==> config.mk <==
export PLATFORM = sky130hd
export DESIGN_NAME = memoria_dados_es
export DESIGN_NICKNAME = d
export VERILOG_FILES = /design/src/rtl/memoria_dados_es.sv
export SDC_FILE = /design/constraint.sdc
export NUM_CORES = 2
export LEC_CHECK = 0
export BUFFER_PORTS_ARGS = -buffer_cell sky130_fd_sc_hd__buf_2
export CAP_MARGIN = 40
export CORE_UTILIZATION = 45
export DETAILED_ROUTE_END_ITERATION = 7
export SLEW_MARGIN = 25
export SYNTH_ARGS = -nofsm -noshare
export SYNTH_HDL_FRONTEND = slang
export SYNTH_SLANG_ARGS = --single-unit
==> constraint.sdc <==
create_clock -name Clock -period 6.86 [get_ports Clock]
set_input_delay 0.343 -clock Clock [delete_from_list [all_inputs] [get_ports Clock]]
set_output_delay 0.343 -clock Clock [all_outputs]
set_load 0.02 [all_outputs]
==> src/rtl/memoria_dados_es.sv <==
// rtl/memoria_dados_es.sv - data-side responder: clearable RAM plus output/input byte ports
// Loads are combinational; Pronto drops to hold the core on a full output port or an empty input port.
module memoria_dados_es #(
   parameter logic [7:0] IO_BASE        = 8'hFC,
   parameter bit         CLEAR_ON_RESET = 1'b1
) (
   input  logic       Clock,
   input  logic       Reset,
   input  logic       MemRead,
   input  logic       MemWrite,
   input  logic [7:0] EnderecoDados,
   input  logic [7:0] DadoEscrito,
   output logic [7:0] DadoLido,
   output logic       Pronto,
   output logic [7:0] PortaSaida,
   output logic       SaidaValida,
   input  logic       SaidaAceita,
   input  logic [7:0] PortaEntrada,
   input  logic       EntradaValida,
   output logic       EntradaPronta
);

   typedef enum logic {LIMPANDO, OCIOSO} estado_t;

   localparam estado_t    ESTADO_INICIAL = CLEAR_ON_RESET ? LIMPANDO : OCIOSO;
   localparam logic [7:0] END_SAIDA      = IO_BASE;
   localparam logic [7:0] END_STATUS     = IO_BASE + 8'd1;
   localparam logic [7:0] END_ENTRADA    = IO_BASE + 8'd2;
   localparam logic [7:0] ULTIMO_RAM     = IO_BASE - 8'd1;

   estado_t    estado, proxEstado;
   logic [7:0] cont;
   logic [7:0] ram [0:int'(IO_BASE)-1];
   logic       entradaCheia;
   logic [7:0] entradaBuf;

   logic ativo, ehRam, escritaRam, escritaSaida, pop, push;

   assign ativo        = !Reset && (estado == OCIOSO);
   assign ehRam        = EnderecoDados < IO_BASE;
   assign escritaRam   = ativo && MemWrite && ehRam;
   assign escritaSaida = ativo && MemWrite && (EnderecoDados == END_SAIDA) &&
                         (!SaidaValida || SaidaAceita);
   assign pop          = ativo && MemRead && (EnderecoDados == END_ENTRADA) && entradaCheia;
   assign push         = EntradaValida && EntradaPronta;

   always_ff @(posedge Clock) begin
      if (Reset) estado <= ESTADO_INICIAL;
      else       estado <= proxEstado;
   end

   always_comb begin
      proxEstado = estado;
      if (estado == LIMPANDO && cont == ULTIMO_RAM)
         proxEstado = OCIOSO;
   end

   // EntradaPronta looks only at registered state, so push and pop never coincide.
   always_comb begin
      Pronto        = 1'b0;
      DadoLido      = 8'd0;
      EntradaPronta = 1'b0;
      if (ativo) begin
         Pronto        = 1'b1;
         EntradaPronta = !entradaCheia;
         if (MemWrite && EnderecoDados == END_SAIDA && SaidaValida && !SaidaAceita)
            Pronto = 1'b0;
         if (MemRead) begin
            if (ehRam)
               DadoLido = ram[EnderecoDados];
            else if (EnderecoDados == END_SAIDA)
               DadoLido = PortaSaida;
            else if (EnderecoDados == END_STATUS)
               DadoLido = {6'b0, entradaCheia, SaidaValida};
            else if (EnderecoDados == END_ENTRADA) begin
               if (entradaCheia) DadoLido = entradaBuf;
               else              Pronto   = 1'b0;
            end
         end
      end
   end

   always_ff @(posedge Clock) begin
      if (Reset) begin
         cont         <= 8'd0;
         PortaSaida   <= 8'd0;
         SaidaValida  <= 1'b0;
         entradaCheia <= 1'b0;
         entradaBuf   <= 8'd0;
      end else begin
         if (estado == LIMPANDO)
            cont <= cont + 8'd1;
         if (escritaSaida) begin
            PortaSaida  <= DadoEscrito;
            SaidaValida <= 1'b1;
         end else if (ativo && SaidaValida && SaidaAceita) begin
            SaidaValida <= 1'b0;
         end
         if (pop)
            entradaCheia <= 1'b0;
         if (push) begin
            entradaBuf   <= PortaEntrada;
            entradaCheia <= 1'b1;
         end
      end
   end

   // RAM has no reset; it is zeroed by the clear sweep instead.
   always_ff @(posedge Clock) begin
      if (!Reset) begin
         if (estado == LIMPANDO)
            ram[cont] <= 8'd0;
         else if (escritaRam)
            ram[EnderecoDados] <= DadoEscrito;
      end
   end

endmodule

==> results.ini <==
[timing]
relSlewSlack = 0.285
min_period_ps = 4690
slew_violations = 0
layout_setup_ws_ps = 2170
max_freq_mhz = 213
skew_ps = 22.0
timing.final.crit_share = 0.684
grt_setup_unrepaired = false
final_hold_viol_count = 0
fin_tns_setup_ps = 0
worstMarginPinSlew_ps = 1070
setup_viol = 0

[logic_synthesis]
yosys_warnings = 0
synth_fa_ha_area_frac = 0.000157
yosys.area_share.simple = 0.0269
synth_common_cells = 2,016 x edfxtp_1, 538 x mux4_2, 314 x nor2_1
synth_seq_cells = 2043
yosysMostFrequentCell = edfxtp_1
netlist_top_cells_area = edfxtp_1 76%, mux4_2 15%, mux2i_1 2.1%, nor2_1 1.5%, dfxtp_1 0.68%
synth.area.mux_share = 0.173
synth-compound-area-share = 0.0188
syn-cell-area_um2 = 79800
synth_top_area_share = 0.759
synth_top_family_by_area = multiplexers
synthCells = 3698
synth-xor-area-share = 0.000768
yosysTopAreaCell = edfxtp_1
mappedNetlistNets = 3729
ys.flop_type = edfxtp_1
ys_types = 61
ys_seq_area_frac = 0.765
avgSynthCellArea_um2 = 21.6
async_flop_share = 0
synth_edf_count = 2016

[drt]
ant_nets = 0
routed_wl_um = 196000
drc = 0
vias_per_cell = 6.01
drt-initial-drc-count = 4681
wl_per_cell_um = 30.6
drtPass1Iterations = 6
vias = 38630

[clock_network]
cts_tree = yes
postCtsResizedCells = 0
clk_pin_slew_worst_paths_ps = 60
clock-sinks = 2043
insertion_delay_ps = 810
cts_setup_buffers = 0
clock-root-buffer = clkbuf_16
ctsLongestPathBuffers = 3
cts_inserted_buffers = 200
htreeDepth = 4

[die]
fp.dieArea_um2 = 179000
initial_core_util = 0.453
dieHeight_um = 423
rows = 154
core_um2 = 176000
die_x_um = 423
io_pins = 49

[setup_path]
crit_arrival_ps = 4350
critical-path-max-stage-delay_ps = 800
critPathRequiredTime_ps = 6520
crit_family = buffers and inverters
critPathMaxFanout = 66
crit_slowest_cell = nor4_1
crit_type = primary input to output port
cp_cell_sequence = buf_8 > buf_12 > buf_4 > mux4_2 > mux2i_1 > nor2_1 > nor4_1 > o21ai_0 > nand4_1 > o21ai_1 > buf_2
start_kind = primary input
r2r_slack_ps = 2500
setup.worst_path.end_class = output port
crit_buf_inv = 4

[placed_design]
pre_cts_slack_ps = 2000
place_congestion = 0.886
dp_hpwl_um = 116000
numPlacedInstances = 5964
portBuffers = 48

[final_layout]
final_util = 0.512
fill_cells = 13924
multi_input_area_um2 = 17600
area_delta_synth_final_pct = 12.9
fin_nets = 3951
layout-drive-gt1-share = 0.253
seqCellArea_um2 = 61100
fin_cells = 6424

[flow_run]
maxCapViolCount = 0

[pwr]
power_density_nw_per_um2 = 276
vdd_drop_max_v = 0.000213
p_leak_nw = 32.3
total_power_w = 0.0249

[global_routing]
grt_pass1_vias = 38501
grt_start_max_net_pins = 170
grt_pass1_wl_um = 281000
grt_usage = 0.219
grt.overflow.total = 0
antenna_found_initial = 5

[outcome]
outcome = complete, no violations

[min_path]
hold_class = primary input to flop

cells by family after synthesis:
| logic type | Yosys count |
|---|---|
| AO/OA/AOI/OAI | 215 |
| XOR/XNOR | 7 |
| adder cells (fa/ha/maj) | 1 |
| buffers and inverters | 226 |
| flip-flops | 2043 |
| multiplexers | 703 |
| AND/OR/NAND/NOR | 503 |
final cells by class:
type,instances,share of cell area
Inverter,4,0.000167
Multi-Input combinational cell,1429,0.195
Clock inverter,110,0.0102
Clock buffer,255,0.0594
Sequential cell,2043,0.678
Tap cell,2340,0.0325
Antenna cell,1,0.0000278
Timing Repair Buffer,242,0.0250
path summary, 6_finish.rpt:
path	startpoint	to	depth (start not counted)
min	MemRead	entradaCheia	4
max	EnderecoDados[0]	DadoLido[1]	11
min reg2reg	entradaCheia	entradaCheia	2
max reg2reg	estado	ram[208][7]	8
tightest hold or removal path, stage by stage:
cell     delay, ps
buf_2          130
nand2_1        140
o41ai_1        100
a21oi_1        130
registers in the layout, summed over array words and instances (netlist names):
register,flops
PortaSaida,8
SaidaValida,1
cont,8
entradaBuf,8
entradaCheia,1
estado,1
ram,2016
metrics by stage:
| step | hold slack (ps) | instance area, um2 |
|---|---|---|
| 2_1_floorplan | 436 | 79800 |
| 3_3_place_gp | 447 | 82600 |
| 3_5_place_dp | 448 | 82900 |
| 4_1_cts | 13.9 | 89600 |
| 5_1_grt | 107 | 90100 |
| 6_report | 72.1 | 90100 |
report_power, final:
| part | leakage [nW] | switching (W) | internal (W) |
|---|---|---|---|
| clock network | 3.05 | 0.00460 | 0.00601 |
| logic | 6.79 | 0.000459 | 0.000308 |
| registers | 22.5 | 0.00000615 | 0.0135 |
layer usage:
layer	up-vias	GRT usage	wire, um
li1	15915	-	-
met1	20839	0.312	81700
met2	1559	0.342	94600
met3	313	0.0442	14400
met4	4	0.0648	5640
met5	-	0	19
repair_timing:
item,CTS,global route
hold buffers,42,0
endpoints found under the hold margin,35,0
endpoints found under the setup margin,0,0
cells in the final DEF (no fill, tap or decap), types with 27 or more instances in the layout:
cell           Yosys  routed
nor2_1           314     313
clkinv_2           0      28
buf_2             69      48
buf_4             37     113
clkbuf_16          0     206
clkbuf_1          71      48
nand2_1           76      76
o22ai_1           73      73
dfxtp_1           27      27
mux4_2           538     538
clkinv_1           0      54
dlygate4sd3_1      0      42
mux2i_1          164     164
edfxtp_1        2016    2016
Power figures use the tool's default switching activity.
